$ cat src/rtl/vga_pkg.sv
// Default 640x480@60 raster constants and the pixel colour type shared by the VGA
// timing generator and its users.
package vga_pkg;

  localparam int DEF_CLK_DIV  = 4;
  localparam int DEF_CW       = 4;
  localparam int DEF_CNT_W    = 10;

  localparam int DEF_H_ACTIVE = 640;
  localparam int DEF_H_FP     = 16;
  localparam int DEF_H_SYNC   = 96;
  localparam int DEF_H_BP     = 48;

  localparam int DEF_V_ACTIVE = 480;
  localparam int DEF_V_FP     = 10;
  localparam int DEF_V_SYNC   = 2;
  localparam int DEF_V_BP     = 33;

  typedef logic [3*DEF_CW-1:0] rgb_t;

endpackage

$ cat src/rtl/pix_tick_gen.sv
// Divides the system clock down to a one-clk-wide pixel tick every CLK_DIV cycles.
// The tick stays low while en is low and until the first clock after reset.
module pix_tick_gen #(
  parameter int CLK_DIV = 4
) (
  input  logic clk,
  input  logic rst_n,
  input  logic en,
  output logic tick
);

  localparam int DW = (CLK_DIV > 1) ? $clog2(CLK_DIV) : 1;
  localparam logic [DW-1:0] LAST = DW'(CLK_DIV - 1);

  logic [DW-1:0] div;
  logic          armed;

  // NOTE: sequential state uses non-blocking assignments so every flop samples
  // pre-edge values regardless of process evaluation order.
  always_ff @(posedge clk or negedge rst_n) begin
    if (!rst_n) begin
      div   <= '0;
      armed <= 1'b0;
    end else begin
      armed <= 1'b1;
      if (!en || div == LAST) div <= '0;
      else                    div <= div + 1'b1;
    end
  end

  // armed keeps a CLK_DIV=1 tick (div always equals LAST) quiet while in reset.
  assign tick = en && armed && (div == LAST);

endmodule

$ cat src/rtl/vga_timing_gen.sv
// VGA raster timing generator: h/v counters advance on each pixel tick, and a
// one-tick output stage registers sync, display enable and blanked colour together.
module vga_timing_gen
  import vga_pkg::*;
#(
  parameter int CLK_DIV  = DEF_CLK_DIV,
  parameter int H_ACTIVE = DEF_H_ACTIVE,
  parameter int H_FP     = DEF_H_FP,
  parameter int H_SYNC   = DEF_H_SYNC,
  parameter int H_BP     = DEF_H_BP,
  parameter int V_ACTIVE = DEF_V_ACTIVE,
  parameter int V_FP     = DEF_V_FP,
  parameter int V_SYNC   = DEF_V_SYNC,
  parameter int V_BP     = DEF_V_BP,
  parameter bit HS_POL   = 1'b0,
  parameter bit VS_POL   = 1'b0,
  parameter int CNT_W    = DEF_CNT_W,
  parameter int CW       = DEF_CW
) (
  input  logic            clk,
  input  logic            rst_n,
  input  logic            en,
  output logic [CNT_W-1:0] req_x,
  output logic [CNT_W-1:0] req_y,
  output logic            req_valid,
  input  logic [3*CW-1:0] rgb_in,
  output logic            hsync,
  output logic            vsync,
  output logic            de,
  output logic [3*CW-1:0] rgb_out,
  output logic            frame_start
);

  localparam int H_TOTAL = H_ACTIVE + H_FP + H_SYNC + H_BP;
  localparam int V_TOTAL = V_ACTIVE + V_FP + V_SYNC + V_BP;

  localparam logic [CNT_W-1:0] H_LAST   = CNT_W'(H_TOTAL - 1);
  localparam logic [CNT_W-1:0] V_LAST   = CNT_W'(V_TOTAL - 1);
  localparam logic [CNT_W-1:0] H_ACT    = CNT_W'(H_ACTIVE);
  localparam logic [CNT_W-1:0] V_ACT    = CNT_W'(V_ACTIVE);
  localparam logic [CNT_W-1:0] HS_START = CNT_W'(H_ACTIVE + H_FP);
  localparam logic [CNT_W-1:0] HS_END   = CNT_W'(H_ACTIVE + H_FP + H_SYNC);
  localparam logic [CNT_W-1:0] VS_START = CNT_W'(V_ACTIVE + V_FP);
  localparam logic [CNT_W-1:0] VS_END   = CNT_W'(V_ACTIVE + V_FP + V_SYNC);

  logic             tick;
  logic [CNT_W-1:0] h, v;
  logic             active, hs_on, vs_on;

  pix_tick_gen #(.CLK_DIV(CLK_DIV)) u_tick (
    .clk  (clk),
    .rst_n(rst_n),
    .en   (en),
    .tick (tick)
  );

  // Stage 0: raster position of the pixel being requested from the renderer.
  always_ff @(posedge clk or negedge rst_n) begin
    if (!rst_n) begin
      h <= '0;
      v <= '0;
    end else if (!en) begin
      h <= '0;
      v <= '0;
    end else if (tick) begin
      if (h == H_LAST) begin
        h <= '0;
        v <= (v == V_LAST) ? '0 : v + 1'b1;
      end else begin
        h <= h + 1'b1;
      end
    end
  end

  assign active    = (h < H_ACT) && (v < V_ACT);
  assign hs_on     = (h >= HS_START) && (h < HS_END);
  assign vs_on     = (v >= VS_START) && (v < VS_END);
  assign req_x     = h;
  assign req_y     = v;
  assign req_valid = tick && active;

  // Stage 1: everything the DAC sees is registered on the same tick, so it is skew-free.
  always_ff @(posedge clk or negedge rst_n) begin
    if (!rst_n) begin
      hsync       <= ~HS_POL;
      vsync       <= ~VS_POL;
      de          <= 1'b0;
      rgb_out     <= '0;
      frame_start <= 1'b0;
    end else if (!en) begin
      hsync       <= ~HS_POL;
      vsync       <= ~VS_POL;
      de          <= 1'b0;
      rgb_out     <= '0;
      frame_start <= 1'b0;
    end else begin
      frame_start <= tick && (h == '0) && (v == '0);
      if (tick) begin
        de      <= active;
        rgb_out <= active ? rgb_in : '0;
        hsync   <= hs_on ? HS_POL : ~HS_POL;
        vsync   <= vs_on ? VS_POL : ~VS_POL;
      end
    end
  end

endmodule
$ cat config.mk
export PLATFORM = sky130hd
export DESIGN_NAME = vga_timing_gen
export DESIGN_NICKNAME = d
export VERILOG_FILES = /design/src/rtl/vga_pkg.sv /design/src/rtl/pix_tick_gen.sv /design/src/rtl/vga_timing_gen.sv
export SDC_FILE = /design/constraint.sdc
export NUM_CORES = 1
export LEC_CHECK = 0
export CAP_MARGIN = 20
export CORE_MARGIN = 2
export CORE_UTILIZATION = 43
export CTS_CLUSTER_DIAMETER = 40
export DETAILED_ROUTE_END_ITERATION = 8
export GPL_TIMING_DRIVEN = 1
export PLACE_DENSITY = 0.75
export SKIP_CTS_REPAIR_TIMING = 1
export SLEW_MARGIN = 0
export SYNTH_ARGS = -nofsm -noshare
export SYNTH_HDL_FRONTEND = slang
export SYNTH_HIERARCHICAL = 1
export SYNTH_SLANG_ARGS = --single-unit
$ cat constraint.sdc
create_clock -name clk -period 2.1 [get_ports clk]
set_input_delay 0.42 -clock clk [delete_from_list [all_inputs] [get_ports clk]]
set_output_delay 0.42 -clock clk [all_outputs]
set_load 0.02 [all_outputs]
==> run metrics, run 1 <==
IO Port Bufs=51; crit-path max cell delay=about 470 ps; status=finished, final reports clean; Warnings, synthesis=6; global placement routability congestion=roughly 0.89; die width=just over 70 um; Die H=between 70 and 80 um; Worst Path Required=approximately 2300 ps; worst hold-check path type=input pin to async pin; Worst Setup End Kind=register; crit-path leading delay family=buffers and inverters; I/O pin cnt=52; TritonCTS clock tree=built; Post-Syn Instances=183; final WL=4.77 mm; vias per cell=~5.6; Row Count=24; DR WL/cell=~15 um; count of cell types in the netlist=between 40 and 50; drt first pass iters=4; Max H-tree Level=2; Worst EP arrival=2220 ps; die area=between 0.005 and 0.006 mm^2; leakage power=1.18 nW; Tmin final=roughly 2000 ps; first-pass GRT wire length=between 8 and 9 mm; RSZ-0062 raised after global routing=false; initial antenna violation count=0; clk_lat worst skew=around 300 ps; Synth Cell Area=roughly 0.002 mm^2; Core Area=approximately 0.0044 mm^2; cell area after layout=~0.0028 mm^2; Area Overhead vs Synth=41.6%; Crit Path Max Fanout=5; clock root cell=clkbuf_8; gr usage total=approximately 20%; CP bufs+invs=3; Yosys reg bits=39; remaining antenna violation count after routing=0; Max-slew headroom=between 60% and 70%; Synth Flop Type=dfrtp_1; Crit Path Class=input pin to register; via count=1724; most frequent CP cell=buf_4; final hold vios=0; Setup-failing EPs final=0; vias in the first global route=about 1700; hold slack=roughly 160 ps; critical-path cell list=clkdlybuf4s50_1, and3_2, buf_4, nand4_1, o31ai_4, buf_4, nand2b_1, o31ai_2; Post-Syn Nets=between 200 and 250; residual DRC count=0; measured slew at the worst slew-check pin=between 400 and 500 ps; EDFF count, synth=0; Final Max Slew Viols=0; largest net degree at the start of global routing=40; Detail Placement HPWL=3.48 mm; # diodes=0; CTS Buffer Depth=2; MaxCap Viol Count=0; top post-synthesis cells by area=dfrtp_1 (47%), a22o_1 (7.2%), ha_1 (3.2%); top cells by count, synth=dfrtp_1 (37), a22o_1 (16), inv_1 (10), nand2_1 (10); cell area after placement=between 0.002 and 0.003 mm^2; sequential-to-total area share from yosys stat=between 50% and 60%; post-layout net count=275; GRT overflow=0; Starting Density=around 45%; Syn Area/Cell=approximately 11 um^2; Max VDD drop=0.000321 V; Final Cycle Share=a little over nine tenths; fmax=approximately 500 MHz; Yosys top cell by area=dfrtp_1; TritonCTS Sinks=39; Final Skew=7.27 ps; share of the synthesized area in the top cell type=about 47%; ys async rst share=100%; layout cells sized above 1=between 15 and 20%; Reg clk slew, reported paths=roughly 80 ps; initial drt markers=85; CTS buffer count=5; Slowest-stage cell, CP=clkdlybuf4s50_1; Worst setup SP type=input pin; Pwr Density=a little under 600 mW/mm^2; most common cell in the synthesized netlist=dfrtp_1
-- power by group --
group	switching (mW)	total [mW]	internal [mW]
Sequential	0.0265	0.796	0.770
Combinational	0.0944	0.189	0.0948
Clock	0.275	0.628	0.354
Total	0.396	1.61	1.22
-- sequential cells by signal (all words and copies together), names as in the netlist --
signal / count
u_tick/div: 2
req_y: 10
hsync: 1
rgb_out: 12
req_x: 10
vsync: 1
frame_start: 1
u_tick/armed: 1
de: 1
-- routing by layer --
layer | vias up | share of wire (%) | global-route usage [%]
li1 | 829 | - | -
met2 | 47 | 46 | 31.1
met1 | 842 | 47 | 29.2
met5 | - | 0 | 0
met4 | 0 | 1.7 | 7.97
met3 | 6 | 5.1 | 4.22
-- kinds of logic after synthesis --
kind of cell,synth area share (%)
AND/OR/NAND/NOR,20.6
buffers and inverters,4.29
multiplexers,1.03
adder cells (fa/ha/maj),3.21
XOR/XNOR,2.24
other,0.192
flip-flops,50.1
AO/OA/AOI/OAI,18.3
-- placed cells by master (no fill, tap or decap), types with 2 or more instances in the layout --
master	Yosys	routed
a21oi_1	6	6
a22o_1	16	16
buf_4	2	22
clkbuf_8	0	5
clkdlybuf4s50_1	0	49
dfrtp_1	37	37
dfstp_2	2	2
ha_1	5	4
inv_1	10	10
mux2i_1	2	2
nand2_1	10	10
nand2b_1	3	3
nand3_1	5	5
nand4_1	8	8
nor2_1	7	7
nor2b_1	3	3
nor3_1	9	9
nor4_1	9	9
o211ai_1	2	2
o21a_1	2	2
o21ai_0	5	5
o21ai_2	2	2
o22ai_1	2	2
or3_1	4	4
xnor2_1	3	3
xor2_1	2	2
-- final timing paths --
path	startpoint	end	slack, ps	depth (start not counted)
max in group asynchronous	rst_n	hsync	1580	2
worst min-delay path	rst_n	req_y[0]	160	2
worst max register to register	u_tick/div[0]	req_y[3]	130	8
worst min register to register	u_tick/div[0]	u_tick/div[0]	460	1
min in group clk	u_tick/div[0]	u_tick/div[0]	460	1
worst max-delay path	en	req_y[3]	90	8
-- through the flow --
stage          util (%)  TNS, ps  setup slack (ps)  instances  power (mW)
2_1_floorplan         -        0              90.2        183       0.893
3_3_place_gp       60.7    -1550              -238        300       0.996
3_5_place_dp       60.7    -2210              -257        300       0.998
4_1_cts            63.2     -260              -260        308        1.63
5_1_grt            63.5        0             0.311        308        1.69
6_report           63.5        0              94.0        308        1.61
-- area by class of cell --
class                   instances  area [um^2]
clock inverters                 3         43.8
flip-flops and latches         39          978
clock buffers                   5         68.8
well taps                      52         65.1
inverters                      10         37.5
fillers                       385         1590
repair buffers                 73          673
multi-input cells             126          897
Power figures use the tool's default switching activity.
==> run 2: changes to the inputs <==
--- a/config.mk
+++ b/config.mk
@@ -18,3 +18,4 @@
 export SYNTH_HDL_FRONTEND = slang
 export SYNTH_HIERARCHICAL = 1
 export SYNTH_SLANG_ARGS = --single-unit
+export TNS_END_PERCENT = 20
==> run 2 against run 1 <==
Against the previous run: clock skew hardly changed; combinational power hardly changed; cell count stayed put; count of clock-buffer cells in the layout stayed put; global-route usage stayed put; sequential share of layout area stayed put; sequential power hardly changed; register-to-register slack hardly changed; wire length stayed put; non-clock buffer count stayed put; fmax is 0.22% lower; largest cell class unchanged; largest power group unchanged.
==> run metrics, run 2 (synthesis results as in run 1) <==
remaining antenna violation count after routing=0 (unchanged); layout cells sized above 1=18.0% (unchanged); crit-path max cell delay=470 ps (about the same); worst hold-check path type=input pin to async pin (unchanged); MaxCap Viol Count=0 (unchanged); Worst Setup End Kind=register (unchanged); leakage power=1.18 nW (unchanged); Worst EP arrival=2230 ps (was 2220 ps); Final Skew=7.73 ps (was 7.27 ps); Max H-tree Level=2 (unchanged); Layout Utilization=63.5% (unchanged); Final Max Slew Viols=0 (unchanged); GRT overflow=0 (unchanged); CTS buffer count=5 (unchanged); largest net degree at the start of global routing=40 (unchanged); IO Port Bufs=51 (unchanged); gr usage total=20.6% (unchanged); die width=71.4 um (unchanged); CTS Buffer Depth=2 (unchanged); largest reg by FF count=rgb_out (unchanged); critical-path cell list=clkdlybuf4s50_1, and3_2, buf_4, nand4_1, o31ai_4, buf_4, nand2b_1, o31ai_2 (unchanged); # diodes=0 (unchanged); Final Cycle Share=95.7% (was 95.5%); TritonCTS clock tree=built (unchanged); commonest non-fill, non-tap cell in the layout=clkdlybuf4s50_1 (unchanged); vias in the first global route=1664 (unchanged); Detail Placement HPWL=3.48 mm (unchanged); initial drt markers=90 (was 85); Area Overhead vs Synth=41.6% (unchanged); most frequent CP cell=buf_4 (unchanged); via count=1739 (was 1724); crit-path leading delay family=buffers and inverters (unchanged); fmax=497 MHz (was 498 MHz); hold slack=155 ps (was 156 ps); Crit Path Max Fanout=5 (unchanged); Tmin final=2010 ps (about the same); Core Area=0.00435 mm^2 (unchanged); Logic pwr share=11.7% (about the same); clock root cell=clkbuf_8 (unchanged); I/O pin cnt=52 (unchanged); TritonCTS Sinks=39 (unchanged); NetSw=0.397 mW (was 0.396 mW); initial antenna violation count=0 (unchanged); most frequent cells in the layout=clkdlybuf4s50_1 (49), dfrtp_1 (37), buf_4 (22) (unchanged); clk_lat worst skew=300 ps (about the same); final hold vios=0 (unchanged); Pwr Density=584 mW/mm^2 (about the same); Starting Density=44.8% (unchanged); Sw Ratio=24.6% (was 24.5%); Setup-failing EPs final=0 (unchanged); Crit Path Class=input pin to register (unchanged); Reg clk slew, reported paths=80 ps (about the same); first-pass GRT wire length=8.19 mm (unchanged); global placement routability congestion=0.886 (unchanged); Largest register FFs=12 (unchanged); post-layout net count=275 (unchanged); Clock Power Share=39.0% (was 38.9%); CP bufs+invs=3 (unchanged); Slowest-stage cell, CP=clkdlybuf4s50_1 (unchanged); DR WL/cell=15.5 um (unchanged); die area=0.00509 mm^2 (unchanged); vias per cell=5.65 (was 5.60); RSZ-0062 raised after global routing=false (unchanged); P_int=1.22 mW (about the same); final WL=4.77 mm (unchanged); FF-to-FF setup slack=130 ps (about the same); Worst setup SP type=input pin (unchanged); Max VDD drop=0.000322 V (was 0.000321 V); sequential share of power=49.3% (about the same); Row Count=24 (unchanged); Worst Path Required=2320 ps (about the same); drt first pass iters=4 (unchanged); residual DRC count=0 (unchanged); status=finished, final reports clean (unchanged); Die H=71.4 um (unchanged); Tot Pwr=1.62 mW (was 1.61 mW)
[run 2: final cells by class]
class,instances,area (um^2)
clock buffer,5,68.8
clock inverter,3,43.8
fill,385,1590
inverter,10,37.5
multi-input combinational,126,897
sequential,39,978
tap,52,65.1
timing repair buffer,73,673
[run 2: power groups by stage]
stage | sequential, mW | combinational (mW) | clock [mW]
after floorplan | 0.821 | 0.0718 | 0
after global placement | 0.809 | 0.187 | 0
after detailed placement | 0.810 | 0.188 | 0
after CTS | 0.796 | 0.189 | 0.644
after global routing | 0.799 | 0.212 | 0.675
final | 0.796 | 0.189 | 0.629
[run 2: per-layer routing]
metal	GRT usage, %	share of wire [%]	vias up
met2	31.1	47	58
met3	4.22	5.9	6
li1	-	-	831
met4	7.97	1.7	0
met1	29.2	46	844
met5	0	0	-
[run 2: through the flow]
| stage | setup WS, ps | std cells | instance area [um^2] | TNS (ps) |
|---|---|---|---|---|
| floorplan | 90.2 | 183 | 1950 | 0 |
| global placement | -238 | 300 | 2640 | -1550 |
| detailed placement | -257 | 300 | 2640 | -2210 |
| CTS | -260 | 308 | 2750 | -260 |
| global route | 0.578 | 308 | 2760 | 0 |
| finish | 89.6 | 308 | 2760 | 0 |
[run 2: final timing paths]
kind | startpoint | to | depth (start not counted)
max in group asynchronous | rst_n | hsync | 2
min | rst_n | req_y[0] | 2
max reg2reg | u_tick/div[0] | req_y[3] | 8
max | en | req_y[3] | 8
min in group clk | u_tick/div[0] | u_tick/div[0] | 1
min reg2reg | u_tick/div[0] | u_tick/div[0] | 1
[run 2: worst register-to-register path: cells and delay by family, from the launching register on]
kind,cells,cell delay [ps]
fa+ha+maj,1,200
flops,1,370
simple gates,3,550
buf+inv,2,290
compound gates,2,490
